**src/rtl/bus_arbiter.sv**
```systemverilog
// bus_arbiter
//   Three-master, single-slave-port bus controller. Masters are picked
//   round-robin, the access is latched and sequenced through an
//   IDLE -> ACCESS -> RESP state machine, and the slave is decoded from the
//   top four address bits (0 ROM, 1 RAM, 2 GPIO).
//
// Ports
//   clk, rst        rising-edge clock, synchronous active-high reset
//   m_req_i/m_we_i  per-master request and write enable (bit n = master n)
//   m_addr_i        master n address at [n*ADDR_W +: ADDR_W]
//   m_wdata_i       master n write data at [n*DATA_W +: DATA_W]
//   m_rdata_o       shared read data, non-zero only in the response cycle
//   m_ack_o/m_err_o one-cycle completion / unmapped-address pulses
//   s_sel_o         one-hot slave select during the access phase
//   s_addr_o        latched address, s_we_o write strobe, s_wdata_o write data
//   s_rdata_i       slave k read data at [k*DATA_W +: DATA_W]
//   grant_o         index of the current or most recently granted master
//   hold_flag_o     some master is requesting and not being acked
//
// RD_LAT must lie in 1..4; it sets the length of the ACCESS phase and is
// tracked by a 2-bit counter.
module bus_arbiter #(
  parameter int ADDR_W     = 32,
  parameter int DATA_W     = 32,
  parameter int NUM_SLAVES = 3,
  parameter int RD_LAT     = 1
) (
  input  logic                         clk,
  input  logic                         rst,
  input  logic [2:0]                   m_req_i,
  input  logic [2:0]                   m_we_i,
  input  logic [3*ADDR_W-1:0]          m_addr_i,
  input  logic [3*DATA_W-1:0]          m_wdata_i,
  output logic [DATA_W-1:0]            m_rdata_o,
  output logic [2:0]                   m_ack_o,
  output logic [2:0]                   m_err_o,
  output logic [NUM_SLAVES-1:0]        s_sel_o,
  output logic [ADDR_W-1:0]            s_addr_o,
  output logic                         s_we_o,
  output logic [DATA_W-1:0]            s_wdata_o,
  input  logic [NUM_SLAVES*DATA_W-1:0] s_rdata_i,
  output logic [1:0]                   grant_o,
  output logic                         hold_flag_o
);

  typedef enum logic [1:0] {
    ST_IDLE   = 2'd0,
    ST_ACCESS = 2'd1,
    ST_RESP   = 2'd2
  } state_t;

  state_t              state_q, state_d;
  logic [1:0]          grant_q, grant_d;
  logic [1:0]          cnt_q, cnt_d;
  logic [ADDR_W-1:0]   addr_q, addr_d;
  logic [DATA_W-1:0]   wdata_q, wdata_d;
  logic                we_q, we_d;
  logic [3:0]          idx_q, idx_d;

  logic [1:0]          winner;
  logic                found;
  logic [1:0]          cand;
  logic                mapped;

  // Next master index modulo 3.
  function automatic logic [1:0] inc3(input logic [1:0] v);
    return (v >= 2'd2) ? 2'd0 : v + 2'd1;
  endfunction

  assign mapped = (int'(idx_q) < NUM_SLAVES);

  // Round-robin search starting one past the last grant, so the master that
  // was just served has the lowest priority next time.
  always_comb begin
    winner = grant_q;
    found  = 1'b0;
    cand   = inc3(grant_q);
    for (int i = 0; i < 3; i++) begin
      if (!found && m_req_i[cand]) begin
        winner = cand;
        found  = 1'b1;
      end
      cand = inc3(cand);
    end
  end

  // Next-state logic: the winner's request is captured on the grant edge so
  // later changes on the master side cannot disturb the transaction.
  always_comb begin
    state_d = state_q;
    grant_d = grant_q;
    cnt_d   = cnt_q;
    addr_d  = addr_q;
    wdata_d = wdata_q;
    we_d    = we_q;
    idx_d   = idx_q;
    case (state_q)
      ST_IDLE: begin
        if (found) begin
          for (int k = 0; k < 3; k++) begin
            if (winner == 2'(k)) begin
              addr_d  = m_addr_i[k*ADDR_W +: ADDR_W];
              wdata_d = m_wdata_i[k*DATA_W +: DATA_W];
              we_d    = m_we_i[k];
              idx_d   = m_addr_i[k*ADDR_W + ADDR_W - 4 +: 4];
            end
          end
          grant_d = winner;
          cnt_d   = 2'd0;
          state_d = ST_ACCESS;
        end
      end
      ST_ACCESS: begin
        if (cnt_q == 2'(RD_LAT - 1)) begin
          state_d = ST_RESP;
        end else begin
          cnt_d = cnt_q + 2'd1;
        end
      end
      ST_RESP: begin
        state_d = ST_IDLE;
      end
      default: begin
        state_d = ST_IDLE;
      end
    endcase
  end

  // State and transaction registers. grant resets to 2 so master 0 wins the
  // first arbitration.
  always_ff @(posedge clk) begin
    if (rst) begin
      state_q <= ST_IDLE;
      grant_q <= 2'd2;
      cnt_q   <= 2'd0;
      addr_q  <= '0;
      wdata_q <= '0;
      we_q    <= 1'b0;
      idx_q   <= 4'd0;
    end else begin
      state_q <= state_d;
      grant_q <= grant_d;
      cnt_q   <= cnt_d;
      addr_q  <= addr_d;
      wdata_q <= wdata_d;
      we_q    <= we_d;
      idx_q   <= idx_d;
    end
  end

  // Bus-side outputs are decoded from the registered state. The write strobe
  // only fires on the first ACCESS cycle so a long ACCESS phase still gives
  // exactly one write.
  always_comb begin
    s_sel_o   = '0;
    s_we_o    = 1'b0;
    m_ack_o   = 3'b000;
    m_err_o   = 3'b000;
    m_rdata_o = '0;
    case (state_q)
      ST_ACCESS: begin
        for (int k = 0; k < NUM_SLAVES; k++) begin
          if (mapped && int'(idx_q) == k) begin
            s_sel_o[k] = 1'b1;
          end
        end
        s_we_o = we_q && mapped && (cnt_q == 2'd0);
      end
      ST_RESP: begin
        m_ack_o = 3'b001 << grant_q;
        if (!mapped) begin
          m_err_o = 3'b001 << grant_q;
        end else if (!we_q) begin
          for (int k = 0; k < NUM_SLAVES; k++) begin
            if (int'(idx_q) == k) begin
              m_rdata_o = s_rdata_i[k*DATA_W +: DATA_W];
            end
          end
        end
      end
      default: begin
      end
    endcase
  end

  assign s_addr_o    = addr_q;
  assign s_wdata_o   = wdata_q;
  assign grant_o     = grant_q;
  assign hold_flag_o = |(m_req_i & ~m_ack_o);

endmodule

```
**config.mk**
```make
export PLATFORM = sky130hd
export DESIGN_NAME = bus_arbiter
export DESIGN_NICKNAME = d
export VERILOG_FILES = /design/src/rtl/bus_arbiter.sv
export SDC_FILE = /design/constraint.sdc
export NUM_CORES = 1
export LEC_CHECK = 0
export BUFFER_PORTS_ARGS = -buffer_cell sky130_fd_sc_hd__buf_2
export CAP_MARGIN = 20
export CORE_AREA = 2 2 156 158
export CTS_BUF_LIST = sky130_fd_sc_hd__clkbuf_16
export CTS_CLUSTER_DIAMETER = 150
export CTS_CLUSTER_SIZE = 24
export DETAILED_ROUTE_END_ITERATION = 10
export DIE_AREA = 0 0 158 160
export SETUP_SLACK_MARGIN = 0.3
export SLEW_MARGIN = 30
export SYNTH_ARGS = -nofsm -noshare
export SYNTH_HDL_FRONTEND = slang
export SYNTH_SLANG_ARGS = --single-unit
export TNS_END_PERCENT = 10
```
**constraint.sdc**
```tcl
create_clock -name clk -period 4.7 [get_ports clk]
set_input_delay 0.235 -clock clk [delete_from_list [all_inputs] [get_ports clk]]
set_output_delay 0.235 -clock clk [all_outputs]
set_load 0.05 [all_outputs]
```
Yosys cells after proc, flatten, opt, wreduce, memory -nomap -nowiden
Cells that the tools add are included.
{"block": "classes", "n_addsub": 4, "order_cmp": 7, "eq_ne": 9, "shift": 1, "n_mux": 47, "bitwise_logic": 2, "n_reduce_logical": 20}
{"cell": "2-to-1 mux 32 bit", "n": 12}
{"cell": "2-to-1 mux 2 bit", "n": 10}
{"cell": "2-to-1 mux 1 bit", "n": 13}
{"cell": "2-to-1 mux 3 bit", "n": 4}
{"cell": "2-to-1 mux 4 bit", "n": 3}
{"cell": "less-than comparator 2 x 3 -> 1 bit, second input constant", "n": 3}
{"cell": "adder 2 x 1 -> 2 bit, second input constant", "n": 4}
{"cell": "one-hot mux 2 bit (2 select lines)", "n": 2}
{"cell": "logical AND 1 bit", "n": 7}
{"cell": "binary-select mux 1 bit (select 2 bit)", "n": 3}
{"cell": "greater-or-equal comparator 2 bit, second input constant", "n": 3}
{"cell": "zero test 2 bit", "n": 3}
{"cell": "!= test 2 bit, second input constant", "n": 3}
{"cell": "AND reduction 3 bit", "n": 2}
{"cell": "equality test 2 x 1 -> 1 bit, second input constant", "n": 2}
{"cell": "equality test 2 bit, second input constant", "n": 2}
{"cell": "equality test 4 x 2 -> 1 bit, second input constant", "n": 1}
{"cell": "equality test 4 x 3 -> 1 bit, second input constant", "n": 1}
{"cell": "zero test 4 bit", "n": 1}
{"cell": "less-than comparator 4 x 2 -> 1 bit, second input constant", "n": 1}
{"cell": "AND reduction 2 bit", "n": 2}
{"cell": "AND 3 bit", "n": 1}
{"cell": "inverter 3 bit", "n": 1}
{"cell": "nonzero test 3 bit", "n": 1}
{"cell": "other kinds (4)", "n": 5}
{"block": "totals", "ff_bits": 75, "in_bits": 296, "out_inout_bits": 109, "wordCells": 97}

Longest topological paths before layout
Gate-level depths: netlist of run 1.
{"block": "logic_depth", "ltp_word": 15, "mapped_depth": 7, "mapped_depth_nobuf": 6}

Worst setup path after synthesis of run 1
OpenSTA, ideal clock, no wires.
{"block": "synth_timing", "kind": "register -> output", "startpoint": "reg s_addr_o[29] (netlist name)", "endpoint": "out m_err_o[0]", "arrival_time_ns": 2.583, "t_required_ns": 4.465, "setup_slack_ns": 1.882, "path_stages_with_launch": 4, "path_buffers": 1, "path_cell_list": "dfxtp_1 -> clkbuf_1 -> a211oi_2 -> nor4_1"}
{"element": "end, declared", "line_no": "36", "rtl": "output logic [2:0] m_err_o,"}

==> results.toml, run 1 <==
[status]
status = "complete, no violations"

[detailed_routing]
wl_per_cell_um = 16.7
drt-total-wl_um = 21600
ant_nets = 0
dr_total_vias = 6105
viasPerCell = 4.73
drt_iter0_drc = 442
drc = 0
firstDrtPassIters = 4

[clock_network]
cts_root_buffer = "clkbuf_16"
clock_latency_ns = 0.34
numCtsBuffers = 9
cts.repair.resized = 0
clk_pin_slew_worst_paths_ns = 0.07
cts.path.max_buffers = 2
ctsHoldBuffers = 0
clock-sinks = 71
post_cts_buffers = 0
htreeDepth = 3
cts_tree = "yes"

[place]
port_buffers = 404
dpl_worst_slack_ns = 2.02
place_congestion = 0.851
placedCellCount = 1273
dpl.hpwl_um = 16300

[power_and_ir_drop]
p_per_area_nw_per_um2 = 347
ir_drop_v = 0.000190
leakagePower_uw = 0.00363

[timing]
setup_violations = 0
worst_slew_pin_slew_ns = 0.755
worst_slack_ns = 1.65
fin_crit_ns = 3.05
max_slew_margin = 0.496
drv_slew = 0
finClkSkew_ns = 0.0109
worst_hold_slack_ns = 0.144
finalCritPeriodShare = 0.648
hold_viol = 0
max_freq_mhz = 328
fin_tns_setup_ns = 0
rsz0062_at_grt = "false"

[layout]
nNetsFinal = 1257
fillers = 2624
area_growth_pct = 53.1
drive_gt1_frac = 0.468
postLayoutCoreUtil = 0.308
fin_cells = 1290

[synthesis]
synth_edf_count = 0
synth_top_area_share = 0.297
synth_common_cells = "dfxtp_1 (71), o21ai_0 (64), inv_1 (52)"
synth_nets = 896
ys_types = 41
syn_avg_cell_area_um2 = 7.99
synth.most_common_cell = "dfxtp_1"
synthFlopType = "dfxtp_1"
seq_area_frac_synth = 0.297
ys_warn_count = 0
yosys-top-cells-area = "dfxtp_1 (30%), mux2i_1 (10%), o21bai_1 (7.8%), a221oi_1 (7.1%), o21ai_0 (6.7%)"
synth_seq_cells = 71
synthArstFlopShare = 0
yosysTopAreaCell = "dfxtp_1"
synth_area_um2 = 4790
synthCells = 599

[global_routing]
gr-total-overflow = 0
grt_max_degree = 72
grt_pass1_wl_um = 31200
grt_use_total = 0.159
antenna_found_initial = 2
grt_pass1_vias = 5868

[die]
initial_core_util = 0.201
num_rows = 57
die_width_um = 158
io-pin-count = 405
die-area_um2 = 25300
core_area_um2 = 23800
die_y_um = 160

[worst_setup_path]
cp-start-kind = "flip-flop"
cp_data_required_time_ns = 4.47
cp_max_fo = 37
crit_arrival_ns = 2.81
path_class = "reg -> out"
end_kind = "output pin"

[worst_hold_path]
hold_path.class = "in -> reg"

[run]
drv_cap = 0
-- cell type report --
type,instances,area [µm²],area share
multi-input cells,413,2900,0.396
clock buffers,9,225,0.0307
repair buffers,413,2090,0.285
well taps,324,405,0.0553
diodes,2,5.00,0.000683
clock inverters,6,86.3,0.0118
flip-flops and latches,71,1420,0.194
inverters,52,195,0.0266
-- state kept, by name (all words and copies together), names as in the netlist --
signal     cells
state_q        2
s_wdata_o     32
cnt_q          2
we_q           1
grant_o        2
s_addr_o      32
-- critical path, stage by stage, from the launching register on --
cell	delay [ns]
dfxtp_1	0.30
buf_4	0.23
a211oi_2	0.56
nor3b_2	0.26
buf_4	0.30
o21ai_0	0.18
a21oi_1	0.28
buf_2	0.32
-- through the flow --
stage	area, µm²	total power, µW
6_report	7330	2540
5_1_grt	7330	2670
4_1_cts	7320	2570
3_5_place_dp	7010	1810
3_3_place_gp	7000	1810
2_1_floorplan	4790	1480
-- layout by cell type (no fill, tap or decap), drive strengths merged, types with 2 or more instances in the layout --
master	instances
mux2i	50
nand2b	4
dfxtp	71
or3	3
bufinv	2
buf	413
and2	5
nand4	32
nor4b	2
a22oi	16
clkinvlp	3
clkbuf	9
o21ai	65
inv	52
nor2b	2
a221oi	49
a21oi	38
nor2	9
o21bai	50
nor3b	5
and3	16
diode	2
nor3	6
a31oi	16
nand2	36
-- layer usage --
metal  global-route usage  vias to the layer above  share of wire
li1                     -                     2959              -
met1                0.193                     2840           0.42
met2                0.282                      286           0.49
met3               0.0282                       20          0.069
met4               0.0483                        0          0.016
met5                    0                        -              0
-- cells by family after synthesis --
| logic type | share of synthesized area |
|---|---|
| mux | 0.105 |
| buf+inv | 0.105 |
| fa+ha+maj | 0.00261 |
| compound gates | 0.346 |
| flops | 0.297 |
| simple gates | 0.145 |
-- where the power goes --
group / internal, µW / total, µW / switching, µW
sequential: 686 / 742 / 56.6
clock: 460 / 739 / 278
combinational: 327 / 1060 / 734
-- final timing paths --
| check | cells past startpoint | from | to | slack (ns) |
|---|---|---|---|---|
| max | 7 | s_addr_o[29] | m_rdata_o[19] | 1.65 |
| min | 3 | m_addr_i[86] | s_addr_o[22] | 0.14 |
| max reg2reg | 5 | grant_o[1] | s_wdata_o[1] | 2.07 |
| min reg2reg | 2 | s_wdata_o[7] | s_wdata_o[7] | 0.53 |
Power figures use the tool's default switching activity.
==> inputs of run 2 (changes only) <==
Clock period 4.7 ns to 2.7 ns, I/O delays scaled along.
==> results.toml, run 2 (synthesis results as in run 1) <==
[status]
status = "complete, no violations"

[worst_setup_path]
crit_start = "s_addr_o[29]"
worstPathCellList = "a211oi_4 -> nor3b_4 -> buf_6 -> o21ai_0 -> a21oi_1 -> buf_4"
cp_data_required_time_ns = 2.57
regToRegStartpoint = "grant_o[1]"
cp_max_fo = 16
crit_arrival_ns = 2.23
end_kind = "output pin"
max_stage_delay_ns = 0.40
crit_slowest_cell = "dfxtp_1"
path_class = "reg -> out"
rrSetupSlack_ns = 0.41
path_buf_inv = 2
critPathTopFamily = "compound AO/OA/AOI/OAI gates"
cp-start-kind = "flip-flop"

[global_routing]
use_met3 = 0.0320
gr-total-overflow = 0
grt_pass1_vias = 5907
use_met2 = 0.301
use_met1 = 0.187
antenna_found_initial = 2
grt_pass1_wl_um = 31900
grt_max_degree = 49
grt_use_total = 0.164
globalRoute.busiestLayer = "met2"

[layout]
fin_cells = 1304
final_common_cell = "buf_2"
nNetsFinal = 1270
area_growth_pct = 57.8
layout_common_cells = "buf_2 (395), dfxtp_1 (71), o21ai_0 (64), inv_1 (53), o21bai_1 (50)"
multi_input_area_um2 = 2930
regArea_um2 = 1420
fillers = 2645
drive_gt1_frac = 0.480

[die]
core_area_um2 = 23800
num_rows = 57
die_y_um = 160
initial_core_util = 0.201
die_width_um = 158
die-area_um2 = 25300
io-pin-count = 405

[timing]
worst_hold_slack_ns = 0.0356
rsz0062_at_grt = "true"
hold_viol = 0
fin_tns_setup_ns = 0
max_slew_margin = 0.612
finalCritPeriodShare = 0.875
fin_crit_ns = 2.36
max_freq_mhz = 423
worst_slack_ns = 0.337
worst_slew_pin_slew_ns = 0.578
drv_slew = 0
setup_violations = 0
finClkSkew_ns = 0.00831

[clock_network]
numCtsBuffers = 9
clk_pin_slew_worst_paths_ns = 0.06
post_cts_buffers = 0
clock-sinks = 71
clock_latency_ns = 0.34
cts_tree = "yes"
htreeDepth = 3
cts.path.max_buffers = 2
cts_root_buffer = "clkbuf_16"

[detailed_routing]
ant_nets = 0
drc = 0
drt-total-wl_um = 22500
viasPerCell = 4.76
drt_iter0_drc = 385
dr_total_vias = 6205
firstDrtPassIters = 4
wl_per_cell_um = 17.2

[worst_hold_path]
hp-start = "m_wdata_i[82]"
hold_path.class = "in -> reg"

[run]
drv_cap = 0

[power_and_ir_drop]
ir_drop_v = 0.000295
leakagePower_uw = 0.00372
p_per_area_nw_per_um2 = 590

[place]
place_congestion = 0.821
dpl.hpwl_um = 17500
placedCellCount = 1285
dpl_worst_slack_ns = 0.138
port_buffers = 404
[run 2: cell types whose count changed in the layout (fill, tap and decap cells not counted), moves of 4 or more]
cell | before | now
buf_2 | 404 | 395
buf_12 | 0 | 6
clkbuf_4 | 0 | 4
buf_4 | 9 | 18
[run 2: where the power goes]
part / internal, µW / switching, µW / leakage (µW)
Sequential: 1190 / 105 / 0.000588
Combinational: 621 / 1310 / 0.00299
Clock: 718 / 508 / 0.000139
Total: 2530 / 1920 / 0.00372
[run 2: path summary, 6_finish.rpt]
check                                      to  depth (start not counted)
worst min register to register   s_addr_o[22]                          2
worst min-delay path            s_wdata_o[18]                          3
worst max-delay path            m_rdata_o[17]                          6
worst max register to register   s_addr_o[31]                          5
[run 2: timing repair]
action / CTS / global route
gates cloned: 0 / 1
setup endpoints to repair: 19 / 34
pin swaps: 0 / 1
hold buffers: 0 / 0
gates resized for setup: 1 / 20
[run 2: layout make-up]
class                      count  share of cell area
tap                          324              0.0537
antenna                        2            0.000663
clock inverter                 7             0.00978
multi-input combinational    413               0.388
sequential                    71               0.188
timing repair buffer         426               0.304
inverter                      52              0.0258
clock buffer                   9              0.0298
[run 2: routing by layer]
layer | wire (µm) | share of wire
met5 | 0 | 0
met2 | 11400 | 0.51
met3 | 1620 | 0.072
met4 | 506 | 0.023
met1 | 8950 | 0.40
[run 2: tightest hold or removal path: stages]
cell and delay (ns):
buf_2 0.09, inv_1 0.04, a221oi_1 0.06
[run 2: metrics by stage]
| stage | cell area (µm²) | util | power, µW |
|---|---|---|---|
| 3_3_place_gp | 7160 | 0.301 | 3230 |
| 3_5_place_dp | 7180 | 0.302 | 3230 |
| 5_1_grt | 7550 | 0.317 | 4670 |
| 2_1_floorplan | 4800 | - | 2590 |
| 4_1_cts | 7480 | 0.314 | 4470 |
| 6_report | 7550 | 0.317 | 4450 |
==> inputs of run 3 (changes only) <==
Settings changed: BUFFER_PORTS_ARGS -buffer_cell sky130_fd_sc_hd__buf_2 to default, CORE_AREA 2 2 156 158 to 2 2 158 160, DIE_AREA 0 0 158 160 to 0 0 160 162, DONT_BUFFER_PORTS from default to 1.
==> results.toml, run 3 (synthesis results as in run 1) <==
[detailed_routing]
drt-total-wl_um = 22100
ant_nets = 0
dr.max_layer_used = "met4"
drt_iter0_drc = 436
routed-wl-met3_um = 1770
viasPerCell = 5.23
dr_total_vias = 5382
drc = 0
wl_per_cell_um = 21.4
wl_met1_um = 8440
firstDrtPassIters = 5
wl_met2_um = 11200

[worst_setup_path]
cp_data_required_time_ns = 2.97
path_class = "reg -> reg"
regToRegStartpoint = "grant_o[0]"
crit_start = "grant_o[0]"
crit_path_end = "s_wdata_o[25]"
rrSetupSlack_ns = 0.41
crit_arrival_ns = 2.56
rr_endpoint = "s_wdata_o[25]"
reg2reg_depth = 6
cp_max_fo = 21
end_kind = "flip-flop"
cp-start-kind = "flip-flop"

[power_and_ir_drop]
p_per_area_nw_per_um2 = 659
ir_drop_v = 0.000325
leakagePower_uw = 0.00265

[global_routing]
grt_pass1_vias = 5226
grt_pass1_wl_um = 31100
grt_max_degree = 70
gr-total-overflow = 0
grt_use_total = 0.157
antenna_found_initial = 1

[layout]
fillers = 2564
area_growth_pct = 40.3
layout_common_cells = "dlygate4sd3_1 (77), buf_4 (70), dfxtp_1 (68), o21ai_0 (64), inv_1 (53)"
final_area_um2 = 6720
final_common_cell = "dlygate4sd3_1"
multi_input_area_um2 = 2950
nNetsFinal = 997
regArea_um2 = 1430
drive_gt1_frac = 0.176

[timing]
worst_slack_ns = 0.408
fin_crit_ns = 2.29
fin_tns_setup_ns = 0
max_freq_mhz = 436
rsz0062_at_grt = "true"
hold_viol = 0
finClkSkew_ns = 0.00306
worst_slew_pin_slew_ns = 0.773
max_slew_margin = 0.484
drv_slew = 0
setup_violations = 0
finalCritPeriodShare = 0.849

[place]
dpl_worst_slack_ns = 0.477
place_area_um2 = 5490
place_congestion = 0.802
port_buffers = 0
dpl.hpwl_um = 16100

[status]
status = "complete, no violations"

[die]
num_rows = 57
core_area_um2 = 24100
die-area_um2 = 25900
io-pin-count = 405
die_y_um = 162
die_width_um = 160
initial_core_util = 0.199

[clock_network]
cts.path.max_buffers = 2
numCtsBuffers = 9
cts_tree = "yes"
clk_pin_slew_worst_paths_ns = 0.06
cts_root_buffer = "clkbuf_16"
clock_latency_ns = 0.33
htreeDepth = 3
clock-sinks = 71

[worst_hold_path]
hold_path.class = "in -> reg"

[run]
drv_cap = 0
==> run 3: changes by cell type in the layout (fill, tap and decap cells not counted), moves of 3 or more <==
cell	before	now
buf_2	395	0
dlygate4sd3_1	0	77
buf_4	18	70
buf_12	6	2
clkbuf_4	4	0
a21oi_2	3	0
dfxtp_1	71	68
dfxtp_2	0	3
==> run 3: worst max-delay path, cell delays in order (launching register included) <==
cell and delay, ns:
dfxtp_1 0.35, nor3b_1 0.34, or3_4 0.44, buf_4 0.25
nand4_1 0.11, a31oi_1 0.17, dlygate4sd3_1 0.57
==> run 3: power by group <==
| group | internal, µW | switching [µW] | total [µW] | leakage (µW) |
|---|---|---|---|---|
| clock network | 896 | 473 | 1370 | 0.000161 |
| registers | 1200 | 574 | 1770 | 0.000589 |
| logic | 512 | 778 | 1290 | 0.00190 |
| total | 2600 | 1820 | 4430 | 0.00265 |
==> run 3: worst min-delay path by stage <==
stage                     cells after the start  slack, ns            end          start
final                                         2       0.02  s_wdata_o[17]  m_wdata_i[17]
after global routing                          2       0.03   s_addr_o[25]   m_addr_i[89]
after CTS                                     2      0.008  s_wdata_o[17]  m_wdata_i[17]
after detailed placement                      1       0.23   s_addr_o[16]            rst
after global placement                        1       0.23       cnt_q[1]            rst
after floorplan                               2       0.28   s_addr_o[19]   m_addr_i[83]
==> run 3: metrics by stage <==
step                 util  std cells  hold WS [ns]  power (µW)
floorplan               -        599         0.278        2590
global placement    0.228        929         0.226        2890
detailed placement  0.228        929         0.227        2910
CTS                 0.275       1023       0.00810        4450
global route        0.278       1029        0.0316        4640
finish              0.279       1030        0.0205        4430
==> run 3: per-layer routing <==
layer	up-vias	track usage
met3	37	0.0426
met1	2548	0.180
met2	354	0.276
li1	2443	-
met4	0	0.0635
met5	-	0
==> run 3: repair_timing <==
item                                    in CTS  in global routing
hold endpoints to repair                    69                  0
hold buffers                                78                  0
cloned                                       0                  2
endpoints found under the setup margin      23                 47
buffers inserted                             0                  4
resized for setup                            2                 13
==> run 3: final cells by class <==
cell class              count  share of cell area
inverters                  52              0.0291
repair buffers            153               0.208
clock inverters             7              0.0168
multi-input cells         413               0.440
diodes                      1            0.000373
well taps                 324              0.0604
clock buffers               9              0.0335
flip-flops and latches     71               0.212
